`src/rtl/pc_unit_if.sv`:
```
// Handshake/bus bundle for pc_unit: fetch-control inputs and PC/status outputs.
// The master side drives control and the slave side (pc_unit) drives status.
interface pc_unit_if #(
    parameter int unsigned XLEN  = 32,
    parameter int unsigned CNT_W = 32
);
    logic            stall;
    logic [1:0]      pc_sel;
    logic [XLEN-1:0] alu_result;
    logic [XLEN-1:0] epc;
    logic            is_c;
    logic            halt_req;
    logic            resume;

    logic [XLEN-1:0]  pc;
    logic [XLEN-1:0]  pc_next_seq;
    logic             fetch_valid;
    logic             halted;
    logic             misalign;
    logic [XLEN-1:0]  bad_addr;
    logic [CNT_W-1:0] adv_cnt;

    modport master (
        output stall, pc_sel, alu_result, epc, is_c, halt_req, resume,
        input  pc, pc_next_seq, fetch_valid, halted, misalign, bad_addr, adv_cnt
    );

    modport slave (
        input  stall, pc_sel, alu_result, epc, is_c, halt_req, resume,
        output pc, pc_next_seq, fetch_valid, halted, misalign, bad_addr, adv_cnt
    );
endinterface

```
`src/rtl/pc_unit.sv`:
```
// Program-counter generator: BOOT/RUN/HALT sequencing, redirect/trap selection,
// misaligned-target trapping with bad-address capture and an advance counter.
module pc_unit #(
    parameter int unsigned     XLEN         = 32,
    parameter logic [XLEN-1:0] RESET_VECTOR = '0,
    parameter logic [XLEN-1:0] TRAP_VECTOR  = 'h100,
    parameter bit              C_EXT        = 1'b0,
    parameter int unsigned     CNT_W        = 32
) (
    input logic       clk,
    input logic       rst,
    pc_unit_if.slave  bus
);

    typedef enum logic [1:0] {
        S_BOOT,
        S_RUN,
        S_HALT
    } state_t;

    state_t           r_state;
    logic [XLEN-1:0]  r_pc;
    logic [XLEN-1:0]  r_bad_addr;
    logic             r_fetch_valid;
    logic             r_halted;
    logic             r_misalign;
    logic [CNT_W-1:0] r_adv_cnt;

    logic [XLEN-1:0]  w_inc;
    logic [XLEN-1:0]  w_seq;
    logic [XLEN-1:0]  w_target;
    logic [XLEN-1:0]  w_target_clr;
    logic             w_is_redirect;
    logic             w_bad_tgt;
    logic [XLEN-1:0]  w_pc_nxt;

    always_comb begin
        w_inc = (C_EXT && bus.is_c) ? XLEN'(2) : XLEN'(4);
        w_seq = r_pc + w_inc;
    end

    // Sel 1 clears bit0 of the target; sel 3 passes epc unchanged but is still
    // alignment-checked on its bit0-cleared form.
    always_comb begin
        w_target      = (bus.pc_sel == 2'd1) ? bus.alu_result : bus.epc;
        w_is_redirect = (bus.pc_sel == 2'd1) || (bus.pc_sel == 2'd3);
        w_target_clr  = {w_target[XLEN-1:1], 1'b0};
        w_bad_tgt     = w_is_redirect && !C_EXT && w_target_clr[1];
        w_pc_nxt      = w_seq;
        unique case (bus.pc_sel)
            2'd0:    w_pc_nxt = w_seq;
            2'd1:    w_pc_nxt = w_target_clr;
            2'd2:    w_pc_nxt = TRAP_VECTOR;
            2'd3:    w_pc_nxt = bus.epc;
            default: w_pc_nxt = w_seq;
        endcase
        if (w_bad_tgt) begin
            w_pc_nxt = TRAP_VECTOR;
        end
    end

    always_ff @(posedge clk) begin
        if (!rst) begin
            r_state       <= S_BOOT;
            r_pc          <= RESET_VECTOR;
            r_bad_addr    <= '0;
            r_fetch_valid <= 1'b0;
            r_halted      <= 1'b0;
            r_misalign    <= 1'b0;
            r_adv_cnt     <= '0;
        end else begin
            r_misalign <= 1'b0;
            unique case (r_state)
                S_BOOT: begin
                    r_state       <= S_RUN;
                    r_fetch_valid <= 1'b1;
                    r_halted      <= 1'b0;
                end
                S_RUN: begin
                    if (!bus.stall) begin
                        r_pc      <= w_pc_nxt;
                        r_adv_cnt <= r_adv_cnt + CNT_W'(1);
                        if (w_bad_tgt) begin
                            r_bad_addr <= w_target;
                            r_misalign <= 1'b1;
                        end
                    end
                    // Halt is taken even while stalled; the update above still lands.
                    if (bus.halt_req) begin
                        r_state       <= S_HALT;
                        r_fetch_valid <= 1'b0;
                        r_halted      <= 1'b1;
                    end
                end
                S_HALT: begin
                    if (bus.resume) begin
                        r_state       <= S_RUN;
                        r_fetch_valid <= 1'b1;
                        r_halted      <= 1'b0;
                    end
                end
                default: begin
                    r_state       <= S_BOOT;
                    r_fetch_valid <= 1'b0;
                    r_halted      <= 1'b0;
                end
            endcase
        end
    end

    assign bus.pc          = r_pc;
    assign bus.pc_next_seq = w_seq;
    assign bus.fetch_valid = r_fetch_valid;
    assign bus.halted      = r_halted;
    assign bus.misalign    = r_misalign;
    assign bus.bad_addr    = r_bad_addr;
    assign bus.adv_cnt     = r_adv_cnt;

endmodule

```
`src/flat_wrapper.sv`:
```
// flat-port wrapper written by rule: the top's interface ports become plain ports
module pc_unit_flat 
#(
    parameter int unsigned     XLEN         = 32,
    parameter logic [XLEN-1:0] RESET_VECTOR = '0,
    parameter logic [XLEN-1:0] TRAP_VECTOR  = 'h100,
    parameter bit              C_EXT        = 1'b0,
    parameter int unsigned     CNT_W        = 32
)
  (clk, rst, bus_stall, bus_pc_sel, bus_alu_result, bus_epc, bus_is_c, bus_halt_req, bus_resume, bus_pc, bus_pc_next_seq, bus_fetch_valid, bus_halted, bus_misalign, bus_bad_addr, bus_adv_cnt);
  pc_unit_if #(.XLEN(XLEN), .CNT_W(CNT_W)) bus_i ();
  input logic clk;
  input logic rst;
  input wire logic [$bits(bus_i.stall)-1:0] bus_stall;
  input wire logic [$bits(bus_i.pc_sel)-1:0] bus_pc_sel;
  input wire logic [$bits(bus_i.alu_result)-1:0] bus_alu_result;
  input wire logic [$bits(bus_i.epc)-1:0] bus_epc;
  input wire logic [$bits(bus_i.is_c)-1:0] bus_is_c;
  input wire logic [$bits(bus_i.halt_req)-1:0] bus_halt_req;
  input wire logic [$bits(bus_i.resume)-1:0] bus_resume;
  output wire logic [$bits(bus_i.pc)-1:0] bus_pc;
  output wire logic [$bits(bus_i.pc_next_seq)-1:0] bus_pc_next_seq;
  output wire logic [$bits(bus_i.fetch_valid)-1:0] bus_fetch_valid;
  output wire logic [$bits(bus_i.halted)-1:0] bus_halted;
  output wire logic [$bits(bus_i.misalign)-1:0] bus_misalign;
  output wire logic [$bits(bus_i.bad_addr)-1:0] bus_bad_addr;
  output wire logic [$bits(bus_i.adv_cnt)-1:0] bus_adv_cnt;
  assign bus_i.stall = bus_stall;
  assign bus_i.pc_sel = bus_pc_sel;
  assign bus_i.alu_result = bus_alu_result;
  assign bus_i.epc = bus_epc;
  assign bus_i.is_c = bus_is_c;
  assign bus_i.halt_req = bus_halt_req;
  assign bus_i.resume = bus_resume;
  assign bus_pc = bus_i.pc;
  assign bus_pc_next_seq = bus_i.pc_next_seq;
  assign bus_fetch_valid = bus_i.fetch_valid;
  assign bus_halted = bus_i.halted;
  assign bus_misalign = bus_i.misalign;
  assign bus_bad_addr = bus_i.bad_addr;
  assign bus_adv_cnt = bus_i.adv_cnt;
  pc_unit #(.XLEN(XLEN), .RESET_VECTOR(RESET_VECTOR), .TRAP_VECTOR(TRAP_VECTOR), .C_EXT(C_EXT), .CNT_W(CNT_W)) u_core (.clk(clk), .rst(rst), .bus(bus_i));
endmodule
```
`config.mk`:
```
export PLATFORM = sky130hd
export DESIGN_NAME = pc_unit_flat
export DESIGN_NICKNAME = d
export VERILOG_FILES = /design/src/rtl/pc_unit_if.sv /design/src/rtl/pc_unit.sv /design/src/flat_wrapper.sv
export SDC_FILE = /design/constraint.sdc
export NUM_CORES = 1
export LEC_CHECK = 0
export CAP_MARGIN = 25
export CORE_ASPECT_RATIO = 1.75
export CORE_MARGIN = 1.5
export CORE_UTILIZATION = 45
export DETAILED_ROUTE_END_ITERATION = 7
export GPL_TIMING_DRIVEN = 0
export PLACE_DENSITY = 0.81
export SYNTH_ARGS = -nofsm -noshare
export SYNTH_HDL_FRONTEND = slang
export SYNTH_SLANG_ARGS = --single-unit
export TNS_END_PERCENT = 20
```
`constraint.sdc`:
```
create_clock -name clk -period 2.55 [get_ports clk]
set_input_delay 0.3825 -clock clk [delete_from_list [all_inputs] [get_ports clk]]
set_output_delay 0.3825 -clock clk [all_outputs]
set_load 0.05 [all_outputs]
```
# Yosys cells after proc, flatten, opt, wreduce, memory -nomap -nowiden
# Index checks and enable logic that the tools add are counted.
# classes
eq_ne,7
reduce_logical,8
div_mod_pow,0
n_mux,13
shift,0
bitwise_logic,3
order_cmp,0
n_mul,0
addsub,2
# op_table
operator,count
$pmux 32 s4,1
$mux 32,2
$add 32x1->32 const B,1
$add 32x3->32 const B,1
$eq 2x2->1 const B,3
$pmux 2 s3,1
$mux 1,5
$eq 2x1->1 const B,2
$logic_not 2->1,2
$mux 2,2
$ne 2x2->1 const B,2
$reduce_and 2->1,2
$not 1->1,3
$pmux 1 s3,1
$reduce_and 3->1,1
$reduce_or 3->1,1
$pmux 1 s2,1
$logic_and 1x1->1,1
$logic_or 1x1->1,1
# totals
latchBits,0
elab_cells,40
romBits,0
mem_count,0
register_bits,101
mem_bits_rw,0
out_inout_bits,131
inputBits,72

# Longest topological paths before layout
# Gate-level depths: netlist (run 1).
# logic_depth
depth_word,4
depth_mapped,7

# Worst setup path before layout (run 1)
# Ideal clock, no wire load.
# synth_path
kind,reg-to-output
start,reg u_core.r_pc[2] (netlist: u_core.bus.pc[2])
end,out bus_pc_next_seq[30]
path_slack_ns,-0.536
stages_incl_launch_ff,7
t_arrival_ns,2.703
path_cell_list,dfxtp_1 -> ha_1 -> nand3_2 -> nor4b_4 -> and3_1 -> nand3_1 -> xnor2_1
# synth_via
elab_chain_len,1
# synth_rtl
item,line,source
start: declaration,pc_unit.sv:22,logic [XLEN-1:0] r_pc;
start signal: assignment,pc_unit.sv:81,r_pc <= w_pc_nxt;
$add 32x3->32,pc_unit.sv:39,w_seq = r_pc + w_inc;
end: declaration,flat_wrapper.sv:22,output wire logic [$bits(bus_i.pc_next_seq)-1:0] bus_pc_next_seq;
# No other way between the ends.

# Worst setup path in the final report (run 1)
# layout_path
start,reg u_core.r_pc[3] (netlist: u_core.bus.pc[3])
end,out bus_pc_next_seq[18]
# Same word-level chain as after synthesis.

==> results of run 1 <==
-- metrics by stage --
stage	hold slack [ns]	std cells	worst slack (ns)	setup TNS [ns]
floorplan	0.527	659	-0.269	-1.32
global placement	0.455	1023	-0.571	-8.91
detailed placement	0.471	1023	-0.604	-10.88
CTS	0.391	1049	-0.0585	-0.112
global route	0.436	1053	-0.112	-0.482
finish	0.398	1053	-0.0486	-0.0736
-- cells in the final DEF (no fill, tap or decap), types with 18 or more instances in the layout --
| master | n |
|---|---|
| xor2_1 | 28 |
| a211oi_1 | 31 |
| nor2_1 | 102 |
| a21oi_1 | 22 |
| nand3_1 | 25 |
| nand4_1 | 25 |
| mux2i_1 | 58 |
| dfxtp_1 | 85 |
| xnor2_1 | 18 |
| clkbuf_1 | 21 |
| nand2_1 | 44 |
| clkdlybuf4s50_1 | 173 |
| buf_4 | 25 |
-- critical path, stage by stage (launching register included) --
cell and delay (ns):
dfxtp_4 0.38, ha_4 0.16, nand3_4 0.12, nor4b_4 0.41, buf_6 0.18, nand4_1 0.22
xnor2_4 0.21, buf_6 0.18
-- area by class of cell --
| cell class | count | area [um^2] | share of cell area, % |
|---|---|---|---|
| buffer | 45 | 220 | 2.62 |
| clock buffer | 11 | 253 | 3.00 |
| clock inverter | 4 | 73.8 | 0.877 |
| inverter | 10 | 37.5 | 0.446 |
| multi-input combinational | 504 | 3550 | 42.1 |
| sequential | 99 | 2010 | 23.9 |
| tap | 165 | 206 | 2.45 |
| timing repair buffer | 215 | 2060 | 24.5 |
-- power breakdown --
group / leakage (nW) / switching [mW] / internal [mW]
clock network: 0.162 / 0.594 / 0.908
logic: 2.17 / 0.464 / 0.297
registers: 0.809 / 0.0436 / 1.58
total: 3.14 / 1.10 / 2.79
-- sequential cells by signal, summed over array words and instances, names as in the netlist --
signal and cells:
u_core.bus.adv_cnt 32, u_core.bus.bad_addr 32, u_core.bus.pc 32, u_core.r_state 2, u_core.bus.misalign 1
-- routing by layer --
layer / share of wire, % / up-vias / GRT usage [%]
li1: - / 2834 / -
met1: 37 / 2887 / 32.2
met2: 53 / 289 / 57.3
met3: 5.9 / 66 / 4.82
met4: 4.3 / 0 / 16.3
met5: 0 / - / 0
-- final timing paths --
| check | endpoint | slack, ns | cells past startpoint |
|---|---|---|---|
| worst max register to register | u_core.bus.pc[31]$_SDFFE_PN0P_ | 0.17 | 5 |
| worst max-delay path | bus_pc_next_seq[18] | -0.05 | 7 |
| worst min-delay path | u_core.bus.pc[19]$_SDFFE_PN0P_ | 0.40 | 3 |
| worst min register to register | u_core.bus.pc[1]$_SDFFE_PN0P_ | 0.48 | 2 |
-- what timing repair did --
item / in CTS / in global routing
pin swaps: 9 / 6
gates resized for setup: 130 / 30
endpoints found under the setup margin: 26 / 29
setup buffers: 12 / 4
-- kinds of logic after synthesis --
logic type	share of synthesized area [%]
AOI/OAI and AO/OA	15.2
xor gates and xnor gates	8.65
adders and majority gates	0.449
buffers and inverters	4.47
DFF	35.6
muxes	11.0
and+or+nand+nor	24.6
==> reports/summary.txt, run 1 <==
Hold WC Path Type = primary input to flop
ys async rst share = 0%
top-count cell post-synth = nor2_1
CTS clk-pin slew, worst paths = 0.07 ns
worst-margin pin slew = 1.01 ns
WS Path Type = flop to primary output
max-cap check violation count = 0
fin area = 8410 um^2
CTS buffer count = 9
vias = 6,076
Final Util = 69.7%
antenna violations before repair = 0
Die ar. = 13,100 um^2
maximum buffer depth of the clock tree = 2
setup violators final = 4
chip width = 87.1 um
DP Area = 7860 um^2
Area contributors post-synth = dfxtp_1 (36%), mux2i_1 (10%), nor2_1 (7.1%)
nets = 958
Final HPWL DP = 15.6 mm
Hold Buf Count CTS = 0
Synth top cells by count = nor2_1 (105), dfxtp_1 (99), mux2i_1 (58), nand2_1 (45)
filler cell count = 993
RSZ-0062 raised after global routing = true
GPL Wtd Cong = 0.935
Synth Instances = 659
largest net degree at the start of global routing = 16
Core Region = 12,100 um^2
Syn-to-layout area delta = 51.1%
kind of end point of the critical path = primary output
# clock sinks = 99
via/cell ratio = 5.77
Routed Antenna Nets = 0
wirelength, routed = 20.4 mm
Fin Clk Skew = 0.0110 ns
Routed wire per std cell = 19.4 um
total grt overflow = 0
port bufs = 199
gr usage total = 30.7%
final count of hold timing violations = 0
HP Start = bus_pc_sel[0]
distinct cell type count after synthesis = 60
cell taking the most area after synthesis = dfxtp_1
Synth top area share = 35.6%
status = finished with violations
PwrDens = 462 nW/um^2
CP Data Arrival Time = 2.22 ns
top-level I/O count = 203
max_slew headroom = 32.1%
Seq/Total Area, Yosys = 35.6%
r2r startpoint = u_core.r_state[0]$_SDFFE_PN0P_
Final Critical Period = 2.60 ns
Lkg Pwr = 3.14 nW
Max H-tree Level = 3
CTS tree = yes
Starting DRT DRC Count = 415
Post-Syn Area = 5570 um^2
fin crit share = 102%
top achievable clock speed = 385 MHz
Starting Density = 46.1%
max-slew violation count = 0
Die Span Y = 150 um
number of diodes = 0
num rows = 53
Root Buffer Master = clkbuf_16
main flop type after synthesis = dfxtp_1
first-pass GRT wire length = 31.1 mm
yosys warns = 0
Worst Path Max Fanout = 6
failing checks = setup timing
DRC viols = 0
Worst setup startpoint = u_core.bus.pc[3]$_SDFFE_PN0P_
Tot Pwr = 3.89 mW
VDD IR max = 0.342 mV
CP startpoint kind = flop
Post-synth EDFFs = 0
setup ws final = -0.0486 ns
Avg Inst Size Synth = 8.45 um^2
Seq cells post-synth = 99
post-synth net total = 733
drt pass-1 iters = 5
vias in the first global route = 6,059
layout cell share with drive strength beyond 1 = 14.8%
CP Data Required Time = 2.17 ns
Worst-Skew Late Latency = 0.35 ns
Power figures use the tool's default switching activity.
==> run 2, diff against run 1 <==
Settings changed: GPL_TIMING_DRIVEN 0 to default.
==> reports/summary.txt, run 2 (synthesis gave the netlist of run 1 again) <==
# clock sinks = 99 (unchanged)
Starting Density = 46.1% (unchanged)
gr usage total = 28.7% (-2.0 points)
GPL Wtd Cong = 0.921 (-1.5%)
vias in the first global route = 6,031 (-0.46%)
most frequent cells in the layout = clkdlybuf4s50_1 (174), nor2_1 (102), dfxtp_1 (90), mux2i_1 (58), buf_4 (56)
grt met1 use = 30.0% (-2.2 points)
setup violators final = 0 (-4)
worst-margin pin slew = 0.605 ns (-0.405 ns)
Root Buffer Master = clkbuf_16
first-pass GRT wire length = 29.7 mm (-4.4%)
maximum buffer depth of the clock tree = 2 (unchanged)
layout cell share with drive strength beyond 1 = 17.1% (+2.3 points)
max-cap check violation count = 0 (unchanged)
Worst-Skew Late Latency = 0.34 ns (about the same)
Die Span Y = 150 um (unchanged)
Final HPWL DP = 14.5 mm (-7.4%)
crit path buf inv count = 1 (-1)
post-route insts no fill = 1,050 (-0.28%)
Core Region = 12,100 um^2 (unchanged)
port bufs = 201 (+1.0%)
number of diodes = 0 (unchanged)
antenna violations before repair = 0 (unchanged)
Routed Antenna Nets = 0 (unchanged)
max incr delay on CP = 0.41 ns (about the same)
fin crit share = 99.8% (-2.2 points)
CP startpoint kind = flop
total grt overflow = 0 (unchanged)
Inst Count DP = 1,024 (+0.098%)
met2 Use GR = 52.6% (-4.8 points)
num rows = 53 (unchanged)
via/cell ratio = 5.69 (-1.4%)
commonest non-fill, non-tap cell in the layout = clkdlybuf4s50_1
DRC viols = 0 (unchanged)
GR met3 Demand/Resource = 5.70% (+0.88 points)
final count of hold timing violations = 0 (unchanged)
RSZ-0062 raised after global routing = true
Max H-tree Level = 3 (unchanged)
kind of end point of the critical path = primary output
CP max stage cell = dfxtp_2
wirelength, routed = 19.0 mm (-6.8%)
CTS clk-pin slew, worst paths = 0.07 ns (about the same)
Tot Pwr = 3.70 mW (-4.8%)
Final Critical Period = 2.54 ns (-0.0548 ns)
CP Data Required Time = 2.17 ns (about the same)
Worst Path Max Fanout = 6 (unchanged)
hold slack = 0.477 ns (+0.0799 ns)
setup tns final = 0 ns (+0.0736 ns)
Lkg Pwr = 3.20 nW (+2.0%)
DP Area = 8250 um^2 (+5.0%)
Fin Clk Skew = 0.00829 ns (-0.00274 ns)
Die ar. = 13,100 um^2 (unchanged)
fin area = 8730 um^2 (+3.7%)
CP Data Arrival Time = 2.16 ns (-0.06 ns)
top-level I/O count = 203 (unchanged)
max_slew headroom = 59.3% (+27 points)
top achievable clock speed = 393 MHz (+2.2%)
status = finished, final reports clean
Syn-to-layout area delta = 56.7%
Starting DRT DRC Count = 340 (-18%)
max-slew violation count = 0 (unchanged)
cells along the critical path = and4_4 -> and4_1 -> nand3_2 -> nor3_2 -> xor2_2 -> buf_12
vias = 5,975 (-1.7%)
Routed wire per std cell = 18.1 um (-6.5%)
CTS tree = yes
largest net degree at the start of global routing = 63 (+47)
busiest layer in global routing = met2
VDD IR max = 0.376 mV (+9.8%)
CTS buffer count = 9 (unchanged)
Top delay family on crit path = simple AND/OR/NAND/NOR gates
PwrDens = 424 nW/um^2 (-8.2%)
Hold Buf Count CTS = 0 (unchanged)
WS Path Type = flop to primary output
drt pass-1 iters = 6 (+1)
chip width = 87.1 um (unchanged)
Hold WC Path Type = flop to flop
nets = 954 (-0.42%)
[run 2: repair_timing]
item,4_1_cts,5_1_grt
pin swaps,4,4
buffers inserted,5,5
endpoints found under the setup margin,10,12
gates resized for setup,17,13
gates cloned,0,0
[run 2: final timing paths]
path / from / end / slack, ns / cells past startpoint
max: u_core.bus.pc[4]$_SDFFE_PN0P_ / bus_pc_next_seq[29] / 0.006 / 6
min: u_core.bus.bad_addr[1]$_SDFFE_PN0P_ / u_core.bus.bad_addr[1]$_SDFFE_PN0P_ / 0.48 / 2
max reg2reg: u_core.bus.adv_cnt[9]$_SDFFE_PN0P_ / u_core.bus.adv_cnt[22]$_SDFFE_PN0P_ / 0.46 / 5
min reg2reg: u_core.bus.bad_addr[1]$_SDFFE_PN0P_ / u_core.bus.bad_addr[1]$_SDFFE_PN0P_ / 0.48 / 2
[run 2: cell type report]
class / count / area (um^2)
well taps: 165 / 206
flip-flops and latches: 99 / 2000
inverters: 10 / 37.5
repair buffers: 256 / 2660
fillers: 922 / 3340
multi-input cells: 504 / 3550
clock inverters: 4 / 26.3
clock buffers: 12 / 246
[run 2: through the flow]
step,setup WS (ns),utilization [%]
2_1_floorplan,-0.269,-
3_3_place_gp,0.163,68.4
6_report,0.00627,72.3
3_5_place_dp,0.0713,68.4
4_1_cts,-0.0514,71.5
5_1_grt,-0.0525,72.3
[run 2: worst reg2reg max path: stages (launching register included)]
cell	delay, ns
dfxtp_1	0.43
nand4_1	0.27
nor4_4	0.60
nand3_2	0.22
or3_1	0.36
a21oi_1	0.14
[run 2: metal layers]
| metal | vias to the layer above | share of wire [%] |
|---|---|---|
| met2 | 266 | 53 |
| met4 | 0 | 4.4 |
| met5 | - | 0 |
| met3 | 61 | 6.4 |
| met1 | 2821 | 36 |
| li1 | 2827 | - |
[run 2: report_power, final]
group          switching [mW]  internal (mW)  total [mW]  leakage, nW
Sequential             0.0391           1.58        1.62        0.806
Clock                   0.582          0.688        1.27        0.133
Combinational           0.462          0.346       0.809         2.27
==> run 3, diff against run 2 <==
Settings changed: CAP_MARGIN 25 to 20.
==> results of run 3 <==
No change in the layout: final DEF, timing and power equal those of run 2.
